--- src/rtl/lc4_pipe_pkg.sv ---
// Shared LC4 pipeline definitions: ISA opcodes, reset constants and decoded-control records.
package lc4_pipe_pkg;

    localparam logic [15:0] LC4_NOP    = 16'h0000;
    localparam logic [15:0] LC4_RST_PC = 16'h8200;

    localparam logic [3:0] OP_BR      = 4'h0;
    localparam logic [3:0] OP_ARITH   = 4'h1;
    localparam logic [3:0] OP_CMP     = 4'h2;
    localparam logic [3:0] OP_JSR     = 4'h4;
    localparam logic [3:0] OP_LOGIC   = 4'h5;
    localparam logic [3:0] OP_LDR     = 4'h6;
    localparam logic [3:0] OP_STR     = 4'h7;
    localparam logic [3:0] OP_RTI     = 4'h8;
    localparam logic [3:0] OP_CONST   = 4'h9;
    localparam logic [3:0] OP_SHIFT   = 4'hA;
    localparam logic [3:0] OP_JMP     = 4'hC;
    localparam logic [3:0] OP_HICONST = 4'hD;
    localparam logic [3:0] OP_TRAP    = 4'hF;

    typedef struct packed {
        logic [2:0] rs_sel;
        logic [2:0] rt_sel;
        logic [2:0] rd_sel;
        logic       rs_re;
        logic       rt_re;
        logic       rd_we;
        logic       is_load;
        logic       is_store;
        logic       is_branch;
    } lc4_ctl_t;

    // Subset carried into D/X; read enables only matter for hazard detection in decode.
    typedef struct packed {
        logic [2:0] rs_sel;
        logic [2:0] rt_sel;
        logic [2:0] rd_sel;
        logic       rd_we;
        logic       is_load;
        logic       is_store;
        logic       is_branch;
    } lc4_dx_ctl_t;

endpackage

--- src/rtl/lc4_decoder.sv ---
// Pure combinational LC4 instruction decoder: 16-bit insn -> register selectors and control flags.
module lc4_decoder
    import lc4_pipe_pkg::*;
(
    input  logic [15:0] i_insn,
    output lc4_ctl_t    o_ctl
);

    always_comb begin
        // NOTE: every field gets a default first so no path through the case can infer a latch.
        o_ctl        = '0;
        o_ctl.rs_sel = i_insn[8:6];
        o_ctl.rt_sel = i_insn[2:0];
        o_ctl.rd_sel = i_insn[11:9];
        case (i_insn[15:12])
            // BR with an empty NZP mask (including NOP) never consults the condition codes.
            OP_BR:      o_ctl.is_branch = (i_insn[11:9] != 3'b000);
            OP_ARITH: begin
                o_ctl.rs_re = 1'b1;
                o_ctl.rt_re = ~i_insn[5];
                o_ctl.rd_we = 1'b1;
            end
            OP_CMP: begin
                o_ctl.rs_sel = i_insn[11:9];
                o_ctl.rs_re  = 1'b1;
                o_ctl.rt_re  = ~i_insn[8];
            end
            OP_JSR: begin
                o_ctl.rs_re  = ~i_insn[11];
                o_ctl.rd_sel = 3'd7;
                o_ctl.rd_we  = 1'b1;
            end
            OP_LOGIC: begin
                o_ctl.rs_re = 1'b1;
                o_ctl.rt_re = ~i_insn[5] && (i_insn[4:3] != 2'b01);
                o_ctl.rd_we = 1'b1;
            end
            OP_LDR: begin
                o_ctl.rs_re   = 1'b1;
                o_ctl.rd_we   = 1'b1;
                o_ctl.is_load = 1'b1;
            end
            OP_STR: begin
                o_ctl.rt_sel   = i_insn[11:9];
                o_ctl.rs_re    = 1'b1;
                o_ctl.rt_re    = 1'b1;
                o_ctl.is_store = 1'b1;
            end
            OP_RTI: begin
                o_ctl.rs_sel = 3'd7;
                o_ctl.rs_re  = 1'b1;
            end
            OP_CONST:   o_ctl.rd_we = 1'b1;
            OP_SHIFT: begin
                o_ctl.rs_re = 1'b1;
                o_ctl.rt_re = (i_insn[5:4] == 2'b11);
                o_ctl.rd_we = 1'b1;
            end
            OP_JMP:     o_ctl.rs_re = ~i_insn[11];
            OP_HICONST: begin
                o_ctl.rs_sel = i_insn[11:9];
                o_ctl.rs_re  = 1'b1;
                o_ctl.rd_we  = 1'b1;
            end
            OP_TRAP: begin
                o_ctl.rd_sel = 3'd7;
                o_ctl.rd_we  = 1'b1;
            end
            default: ;
        endcase
    end

endmodule

--- src/rtl/lc4_decode_stage.sv ---
// LC4 decode stage: F/D latch, decode, WD bypass, load-use stall, flush and D/X latch.
// Optional stall/flush performance counters are built when LC4_DECODE_PERF_EN is defined.
module lc4_decode_stage
    import lc4_pipe_pkg::*;
#(
    parameter int            n      = 16,
    parameter logic [n-1:0]  RST_PC = n'(LC4_RST_PC)
) (
    input  logic         clk,
    input  logic         rst_n,
    input  logic         gwe,
    input  logic [n-1:0] i_f_insn,
    input  logic [n-1:0] i_f_pc,
    input  logic         i_f_valid,
    output logic         o_stall,
    input  logic         i_flush,
    output logic [2:0]   o_rs_sel,
    output logic [2:0]   o_rt_sel,
    input  logic [n-1:0] i_rs_data,
    input  logic [n-1:0] i_rt_data,
    input  logic [2:0]   i_w_rd,
    input  logic         i_w_we,
    input  logic [n-1:0] i_w_data,
    output logic         o_dx_valid,
    output logic [n-1:0] o_dx_insn,
    output logic [n-1:0] o_dx_pc,
    output logic [2:0]   o_dx_rs_sel,
    output logic [2:0]   o_dx_rt_sel,
    output logic [2:0]   o_dx_rd_sel,
    output logic [n-1:0] o_dx_rs_data,
    output logic [n-1:0] o_dx_rt_data,
    output logic         o_dx_rd_we,
    output logic         o_dx_is_load,
    output logic         o_dx_is_store,
    output logic         o_dx_is_branch,
    output logic [15:0]  o_stall_cnt,
    output logic [15:0]  o_flush_cnt
);

    localparam logic [n-1:0] NOP = n'(LC4_NOP);

    logic              fd_valid_q, fd_valid_d;
    logic [n-1:0]      fd_insn_q, fd_insn_d;
    logic [n-1:0]      fd_pc_q, fd_pc_d;
    logic              dx_valid_q, dx_valid_d;
    logic [n-1:0]      dx_insn_q, dx_insn_d;
    logic [n-1:0]      dx_pc_q, dx_pc_d;
    lc4_dx_ctl_t       dx_ctl_q, dx_ctl_d;
    logic [n-1:0]      dx_rs_data_q, dx_rs_data_d;
    logic [n-1:0]      dx_rt_data_q, dx_rt_data_d;

    lc4_ctl_t          fd_ctl;
    logic [n-1:0]      rs_byp, rt_byp;
    logic              load_use;

    lc4_decoder u_decoder (
        .i_insn (fd_insn_q[15:0]),
        .o_ctl  (fd_ctl)
    );

    // The regfile returns the old value during its own write cycle, so forward WD here.
    assign rs_byp = (i_w_we && i_w_rd == fd_ctl.rs_sel) ? i_w_data : i_rs_data;
    assign rt_byp = (i_w_we && i_w_rd == fd_ctl.rt_sel) ? i_w_data : i_rt_data;

    // A store's data operand is consumed late enough to be forwarded after the load.
    assign load_use = fd_valid_q && dx_valid_q && dx_ctl_q.is_load && dx_ctl_q.rd_we &&
                      ((fd_ctl.rs_re && fd_ctl.rs_sel == dx_ctl_q.rd_sel) ||
                       (fd_ctl.rt_re && fd_ctl.rt_sel == dx_ctl_q.rd_sel && !fd_ctl.is_store) ||
                       fd_ctl.is_branch);

    assign o_stall = load_use && !i_flush;

    always_comb begin
        fd_valid_d = fd_valid_q;
        fd_insn_d  = fd_insn_q;
        fd_pc_d    = fd_pc_q;
        if (i_flush) begin
            fd_valid_d = 1'b0;
            fd_insn_d  = NOP;
            fd_pc_d    = RST_PC;
        end else if (!o_stall) begin
            fd_valid_d = i_f_valid;
            fd_insn_d  = i_f_valid ? i_f_insn : NOP;
            fd_pc_d    = i_f_valid ? i_f_pc : RST_PC;
        end

        dx_valid_d   = 1'b0;
        dx_insn_d    = NOP;
        dx_pc_d      = RST_PC;
        dx_ctl_d     = '0;
        dx_rs_data_d = '0;
        dx_rt_data_d = '0;
        if (!i_flush && !o_stall && fd_valid_q) begin
            dx_valid_d         = 1'b1;
            dx_insn_d          = fd_insn_q;
            dx_pc_d            = fd_pc_q;
            dx_ctl_d.rs_sel    = fd_ctl.rs_sel;
            dx_ctl_d.rt_sel    = fd_ctl.rt_sel;
            dx_ctl_d.rd_sel    = fd_ctl.rd_sel;
            dx_ctl_d.rd_we     = fd_ctl.rd_we;
            dx_ctl_d.is_load   = fd_ctl.is_load;
            dx_ctl_d.is_store  = fd_ctl.is_store;
            dx_ctl_d.is_branch = fd_ctl.is_branch;
            dx_rs_data_d       = rs_byp;
            dx_rt_data_d       = rt_byp;
        end
    end

    always_ff @(posedge clk or negedge rst_n) begin
        if (!rst_n) begin
            fd_valid_q   <= 1'b0;
            fd_insn_q    <= NOP;
            fd_pc_q      <= RST_PC;
            dx_valid_q   <= 1'b0;
            dx_insn_q    <= NOP;
            dx_pc_q      <= RST_PC;
            dx_ctl_q     <= '0;
            dx_rs_data_q <= '0;
            dx_rt_data_q <= '0;
        end else if (gwe) begin
            // NOTE: non-blocking updates so every latch samples the pre-edge values of the others.
            fd_valid_q   <= fd_valid_d;
            fd_insn_q    <= fd_insn_d;
            fd_pc_q      <= fd_pc_d;
            dx_valid_q   <= dx_valid_d;
            dx_insn_q    <= dx_insn_d;
            dx_pc_q      <= dx_pc_d;
            dx_ctl_q     <= dx_ctl_d;
            dx_rs_data_q <= dx_rs_data_d;
            dx_rt_data_q <= dx_rt_data_d;
        end
    end

`ifdef LC4_DECODE_PERF_EN
    logic [15:0] stall_cnt_q, stall_cnt_d;
    logic [15:0] flush_cnt_q, flush_cnt_d;

    always_comb begin
        stall_cnt_d = stall_cnt_q;
        flush_cnt_d = flush_cnt_q;
        if (o_stall && stall_cnt_q != 16'hFFFF)
            stall_cnt_d = stall_cnt_q + 16'd1;
        if (i_flush && fd_valid_q && flush_cnt_q != 16'hFFFF)
            flush_cnt_d = flush_cnt_q + 16'd1;
    end

    always_ff @(posedge clk or negedge rst_n) begin
        if (!rst_n) begin
            stall_cnt_q <= 16'h0000;
            flush_cnt_q <= 16'h0000;
        end else if (gwe) begin
            stall_cnt_q <= stall_cnt_d;
            flush_cnt_q <= flush_cnt_d;
        end
    end

    assign o_stall_cnt = stall_cnt_q;
    assign o_flush_cnt = flush_cnt_q;
`else
    assign o_stall_cnt = 16'h0000;
    assign o_flush_cnt = 16'h0000;
`endif

    assign o_rs_sel       = fd_ctl.rs_sel;
    assign o_rt_sel       = fd_ctl.rt_sel;
    assign o_dx_valid     = dx_valid_q;
    assign o_dx_insn      = dx_insn_q;
    assign o_dx_pc        = dx_pc_q;
    assign o_dx_rs_sel    = dx_ctl_q.rs_sel;
    assign o_dx_rt_sel    = dx_ctl_q.rt_sel;
    assign o_dx_rd_sel    = dx_ctl_q.rd_sel;
    assign o_dx_rs_data   = dx_rs_data_q;
    assign o_dx_rt_data   = dx_rt_data_q;
    assign o_dx_rd_we     = dx_ctl_q.rd_we;
    assign o_dx_is_load   = dx_ctl_q.is_load;
    assign o_dx_is_store  = dx_ctl_q.is_store;
    assign o_dx_is_branch = dx_ctl_q.is_branch;

endmodule
--- config.mk ---
export PLATFORM = sky130hd
export DESIGN_NAME = lc4_decode_stage
export DESIGN_NICKNAME = d
export VERILOG_FILES = /design/src/rtl/lc4_pipe_pkg.sv /design/src/rtl/lc4_decoder.sv /design/src/rtl/lc4_decode_stage.sv
export SDC_FILE = /design/constraint.sdc
export NUM_CORES = 1
export LEC_CHECK = 0
export CORE_MARGIN = 5
export CORE_UTILIZATION = 25
export DETAILED_ROUTE_END_ITERATION = 8
export PLACE_DENSITY = 0.52
export SYNTH_ARGS = -nofsm -noshare
export SYNTH_HDL_FRONTEND = slang
export SYNTH_SLANG_ARGS = --single-unit
--- constraint.sdc ---
create_clock -name clk -period 3.35 [get_ports clk]
set_clock_uncertainty 0.15 [all_clocks]
set_input_delay 0.67 -clock clk [delete_from_list [all_inputs] [get_ports clk]]
set_output_delay 0.67 -clock clk [all_outputs]
set_load 0.02 [all_outputs]
==> impl_metrics.toml, run 1 <==
[synth]
synth_xor_area_share_pct = 1.182
synth_cells = 431
ys_ff_latch = 111
yosysWarningCount = 0
synth-simple-area-share_pct = 6.297
synth_mux_area_share_pct = 6.972
synth.cell_area_um2 = 5186
ys_types = 50
synthAdderAreaFrac_pct = 0
synth_seq_area_share_pct = 53.66
synth_ff_type = "dfrtp_1"
ys_async_sr_fraction_pct = 100.0
synth-edff-count = 0
synth_top_family_by_area = "compound AO/OA/AOI/OAI gates"
syn_avg_cell_area_um2 = 12.03
synth_compound_area_share_pct = 22.56

[clocking]
cts_tree = "built"
htreeDepth = 3
clock-sinks = 111
cts-root-buf = "clkbuf_16"
clk_latency_ps = 350
cts_buffer_depth = 2
cts_buffers = 9
clkTransAtPathRegs_ps = 80

[sta]
max_freq_ghz = 0.3061
fin_crit_ps = 3267
period_share_pct = 97.52
worst_pin_slew_ps = 924.4
drv_slew = 0
setup-violations-final = 0
fin_ws_ps = 83.24
maxSlewHeadroom_pct = 38.37
hold_violations = 0
finalSetupTns_ps = 0

[floorplanning]
fp.dieW_um = 154.0
initial_core_util_pct = 25.55
die_y_um = 154.0
pin_count = 206
dieArea_um2 = 23730
row_count = 52
core-area_um2 = 20300

[power_and_ir_drop]
p_seq_share_pct = 46.3
power_density_nw_per_um2 = 403.8
p_switching_uw = 831.0
peakVddDrop_mv = 0.2630
p_int_uw = 2267
power_frac_comb_pct = 18.5
clkPwrFrac_pct = 35.2
leakage_uw = 0.003379
swShare_pct = 26.82

[worst_setup_path]
path_depth = 8
rr_worst_depth = 8
path_class = "flop to output pin"
ff2ff_setup_slack_ps = 270
end_kind = "output pin"
timing.critical_path.from = "fd_insn_q[12]"
crit_buf_inv = 2
critPathSlowestCell = "dfrtp_2"
arrival_ps = 2450
cp_max_fo = 8
startpoint_type = "flop"
crit_end = "o_stall"
path_cells = "buf_6, nor4bb_4, o21ai_2, o211a_4, o22ai_4, o41a_1, nor2_1, buf_4"
cpPeakStageDelay_ps = 480
r2r-end = "o_dx_rt_sel[0]"
crit_family = "compound AO/OA/AOI/OAI gates"
reg2reg_from = "fd_insn_q[13]"
critPathRequiredTime_ps = 2530

[finish]
final_nets = 703
instances_no_fill = 888
ff_latch_area_um2 = 2788
final_common_cell = "clkdlybuf4s50_1"
final_cell_mix = "clkdlybuf4s50_1 (171), dfrtp_1 (103), a22o_1 (67)"
num_antenna_cells = 0
final_core_util_pct = 37.80
drive_gt1_share_pct = 13.11
multi_input_area_um2 = 2155
fillCellCount = 2014
stdcell_area_um2 = 7672
syn_to_final_growth_pct = 47.94

[detailed_routing]
viasPerCell = 4.760
totalWireLength_um = 17100
firstDrtPassIters = 5
drtIter0Drc = 136
ant_nets = 0
drc = 0
wl_per_cell_um = 19.26
vias = 4227

[place]
io_buffers = 173
dp_cells = 855
place_ws_ps = 99.41
dpl_cell_area_um2 = 7112
dp_hpwl_um = 12090
globalplace.congestion = 0.8887

[global_route]
grt_max_degree = 74
grt_pass1_vias = 4382
gr-total-overflow = 0
antenna_found_initial = 1
grt_usage_pct = 14.04
grt_pass1_wl_um = 26360

[flow_run]
maxCapViolCount = 0

[run_status]
status = "completed"

[worst_hold_path]
hold_path.class = "input port to async pin"
## power by group through the flow
stage / Clock [µW] / Combinational [µW] / Sequential [µW]
2_1_floorplan: 0 / 260 / 1470
6_report: 1090 / 573 / 1430
3_5_place_dp: 0 / 527 / 1460
3_3_place_gp: 0 / 521 / 1460
4_1_cts: 1140 / 552 / 1430
5_1_grt: 1180 / 616 / 1440
## layout make-up
class | count | share of cell area, %
timing repair buffer | 205 | 26.37
clock inverter | 5 | 0.7665
sequential | 111 | 36.33
clock buffer | 10 | 3.115
inverter | 19 | 0.9295
multi-input combinational | 268 | 28.08
tap | 270 | 4.403
## synthesized netlist by cell type (2+ instances only)
library cell    n  area [µm²]
nand4b_1        2       17.52
nor4bb_1        3       30.03
inv_1          18       67.56
a222oi_1        2       20.02
nor4b_2         2       30.03
dfstp_2         4       105.1
mux2i_1        35       350.3
xnor2_1         5       43.79
nor2_1         12       45.04
o21ai_1         4       20.02
nand3_1         5       25.02
o2bb2ai_1      35       306.5
o21ai_0        10       50.05
o22ai_1         3       18.77
a22o_1         67       586.8
buf_6           2       22.52
a22oi_1         2       15.01
or3_1           3       18.77
clkbuf_1       13       48.80
buf_2          12       60.06
a21oi_1         7       35.03
o32ai_1         2       17.52
nand3b_1        2       15.01
xor2_1          2       17.52
nand2_1         5       18.77
or3b_2          2       17.52
nor2b_1         7       43.79
dfrtp_1       107        2678
buf_4          37       277.8
## registers in the layout, indices dropped and copies added (netlist names)
| signal | flops |
|---|---|
| fd_insn_q | 16 |
| fd_pc_q | 16 |
| fd_valid_q | 1 |
| o_dx_insn | 16 |
| o_dx_is_branch | 1 |
| o_dx_is_load | 1 |
| o_dx_is_store | 1 |
| o_dx_pc | 16 |
| o_dx_rd_sel | 3 |
| o_dx_rd_we | 1 |
| o_dx_rs_data | 16 |
| o_dx_rs_sel | 3 |
| o_dx_rt_data | 16 |
| o_dx_rt_sel | 3 |
| o_dx_valid | 1 |
## logic make-up after synthesis
logic type,after synthesis
DFF,111
muxes,36
and+or+nand+nor,50
buffers and inverters,83
xor gates and xnor gates,7
other,1
AOI/OAI and AO/OA,143
## what timing repair did
item                                    4_1_cts  5_1_grt
gates resized for setup                       9       28
pin swaps                                     3       13
hold buffers                                  0        0
buffers inserted                             12        6
endpoints found under the setup margin        4        2
## metrics by stage
step / hold slack, ps / power [µW]
3_3_place_gp: 316.9 / 1981
2_1_floorplan: 224.4 / 1733
5_1_grt: 275.8 / 3240
6_report: 216.4 / 3098
4_1_cts: 242.0 / 3124
3_5_place_dp: 320.5 / 1989
## metal layers
| layer | up-vias | wire length, µm | global-route usage [%] |
|---|---|---|---|
| li1 | 1914 | - | - |
| met1 | 2080 | 7221 | 17.48 |
| met2 | 207 | 7835 | 22.21 |
| met3 | 24 | 1699 | 6.015 |
| met4 | 2 | 325 | 4.121 |
| met5 | - | 18 | 0 |
## worst min-delay path by stage
stage	from	end	slack (ps)
after global routing	rst_n	o_dx_rt_data[7]	280
after global placement	fd_pc_q[15]	o_dx_pc[15]	320
final	rst_n	o_dx_rt_data[7]	220
after floorplan	rst_n	fd_insn_q[0]	220
after detailed placement	fd_pc_q[9]	o_dx_pc[9]	320
after CTS	rst_n	o_dx_rt_data[7]	240
Note: power is estimated with default switching activity, not from simulation.
==> run 2: changes to the inputs <==
clock period = 3.15 ns   (was 3.35 ns; I/O delays follow)
==> run 2 against run 1 <==
Net effect:
- the run now ends with setup timing left
- sequential power is 6% higher
- register-to-register slack worse by 220 ps
- worst setup slack worse by 130 ps
- global-route usage is 0.24 points lower
- first-iteration DRC count is 2.9% higher
- combinational power is 5.6% higher
- non-clock buffer count is 2 lower
- count of clock-buffer cells in the layout is 4 higher
- clock power is 11% higher
- final area is 0.15% lower
==> impl_metrics.toml, run 2 (synthesized netlist as in run 1, its figures left out) <==
[sta]
maxSlewHeadroom_pct = 46.00
worst_pin_slew_ps = 810.0
fin_ws_ps = -44.89
holdWs_ps = 168.5
drv_slew = 0
hold_violations = 0
period_share_pct = 101.4
max_freq_ghz = 0.3130
fin_crit_ps = 3195
rsz0062_at_grt = "true"
setup-violations-final = 1

[floorplanning]
initial_core_util_pct = 25.55
core-area_um2 = 20300
row_count = 52
pin_count = 206
die_y_um = 154.0
dieArea_um2 = 23730
fp.dieW_um = 154.0

[detailed_routing]
firstDrtPassIters = 4
vias = 4116
wl_per_cell_um = 18.85
drtIter0Drc = 140
totalWireLength_um = 16720
viasPerCell = 4.640
drc = 0
ant_nets = 0

[power_and_ir_drop]
power_density_nw_per_um2 = 435.5
leakage_uw = 0.003375
peakVddDrop_mv = 0.2583
finalPower_uw = 3336

[worst_setup_path]
rr_worst_depth = 10
end_kind = "output pin"
path_class = "flop to output pin"
cp_max_fo = 8
startpoint_type = "flop"
critPathRequiredTime_ps = 2370
arrival_ps = 2410

[global_route]
grt_pass1_vias = 4351
grt_usage_pct = 13.80
grt_pass1_wl_um = 26010
gr-total-overflow = 0
grt_max_degree = 52
antenna_found_initial = 0

[place]
dp_cells = 861
dp_hpwl_um = 12250
io_buffers = 173
place_ws_ps = -12.95
dpl_cell_area_um2 = 7182
globalplace.congestion = 0.8887

[clocking]
clk_latency_ps = 350
clock-sinks = 111
cts_tree = "built"
cts-root-buf = "clkbuf_16"
hold_buffers = 0
clkTransAtPathRegs_ps = 70
cts_buffers = 9
htreeDepth = 3
cts_buffer_depth = 2

[worst_hold_path]
hold_path.class = "input port to async pin"

[finish]
drive_gt1_share_pct = 12.64
fillCellCount = 1986
num_antenna_cells = 0
syn_to_final_growth_pct = 47.72
instances_no_fill = 887
final_common_cell = "clkdlybuf4s50_1"
stdcell_area_um2 = 7661
final_nets = 701
final_cell_mix = "clkdlybuf4s50_1 (170), dfrtp_1 (103), a22o_1 (67)"

[run_status]
status = "finished with violations"
violations = "setup timing"

[flow_run]
maxCapViolCount = 0
[run 2: cell types whose count changed in the layout (fill, tap and decap cells not counted), moves of 2 or more]
cell      change
buf_6         -4
clkbuf_8      +3
mux2i_2       +2
or3b_2        +2
or3b_4        -2
mux2i_1       -2
buf_12        +3
[run 2: cell type report]
class / instances / area [µm²] / share of cell area (%)
sequential: 111 / 2788 / 36.39
multi-input combinational: 268 / 2110 / 27.54
timing repair buffer: 203 / 2033 / 26.54
tap: 270 / 337.8 / 4.410
clock buffer: 14 / 284.0 / 3.707
inverter: 19 / 71.32 / 0.9309
clock inverter: 2 / 37.54 / 0.4900
[run 2: path summary, 6_finish.rpt]
| path | slack, ps | from | endpoint |
|---|---|---|---|
| min | 170 | rst_n | o_dx_rt_data[9] |
| min in group clk | 330 | o_dx_rt_data[10] | o_dx_rt_data[10] |
| min reg2reg | 330 | o_dx_rt_data[10] | o_dx_rt_data[10] |
| max reg2reg | 50 | fd_insn_q[13] | fd_pc_q[12] |
| max | -40 | fd_insn_q[12] | o_stall |
| max in group asynchronous | 1900 | rst_n | o_dx_rs_data[12] |
[run 2: power breakdown]
| part | switching [µW] | internal [µW] | total (µW) | leakage (µW) |
|---|---|---|---|---|
| registers | 43.2 | 1480 | 1520 | 0.00151 |
| logic | 308 | 297 | 605 | 0.00171 |
| clock network | 506 | 705 | 1210 | 0.000155 |
[run 2: through the flow]
step	utilization, %	TNS, ps
finish	37.74	-44.89
global route	37.74	-4683
CTS	37.41	-78.64
detailed placement	35.38	-46.04
global placement	35.38	0
floorplan	-	0
[run 2: critical path, stage by stage, from the launching register on]
cell     delay, ps
dfrtp_2        400
buf_4          170
buf_4          150
or3_1          380
or3_4          390
inv_1           60
a31oi_1         50
o41a_1         180
nor2_4         150
buf_6          130
[run 2: repair_timing]
item | CTS | global route
buffers inserted | 7 | 3
pin swaps | 5 | 6
gates resized for setup | 14 | 10
setup endpoints to repair | 37 | 36
[run 2: routing by layer]
layer  part of all wire (%)  vias to the layer above  GRT usage, %
li1                       -                     1901             -
met1                     43                     2008         17.43
met2                     45                      188         21.80
met3                     10                       19         5.649
met4                    1.6                        0         3.911
met5                      0                        -             0
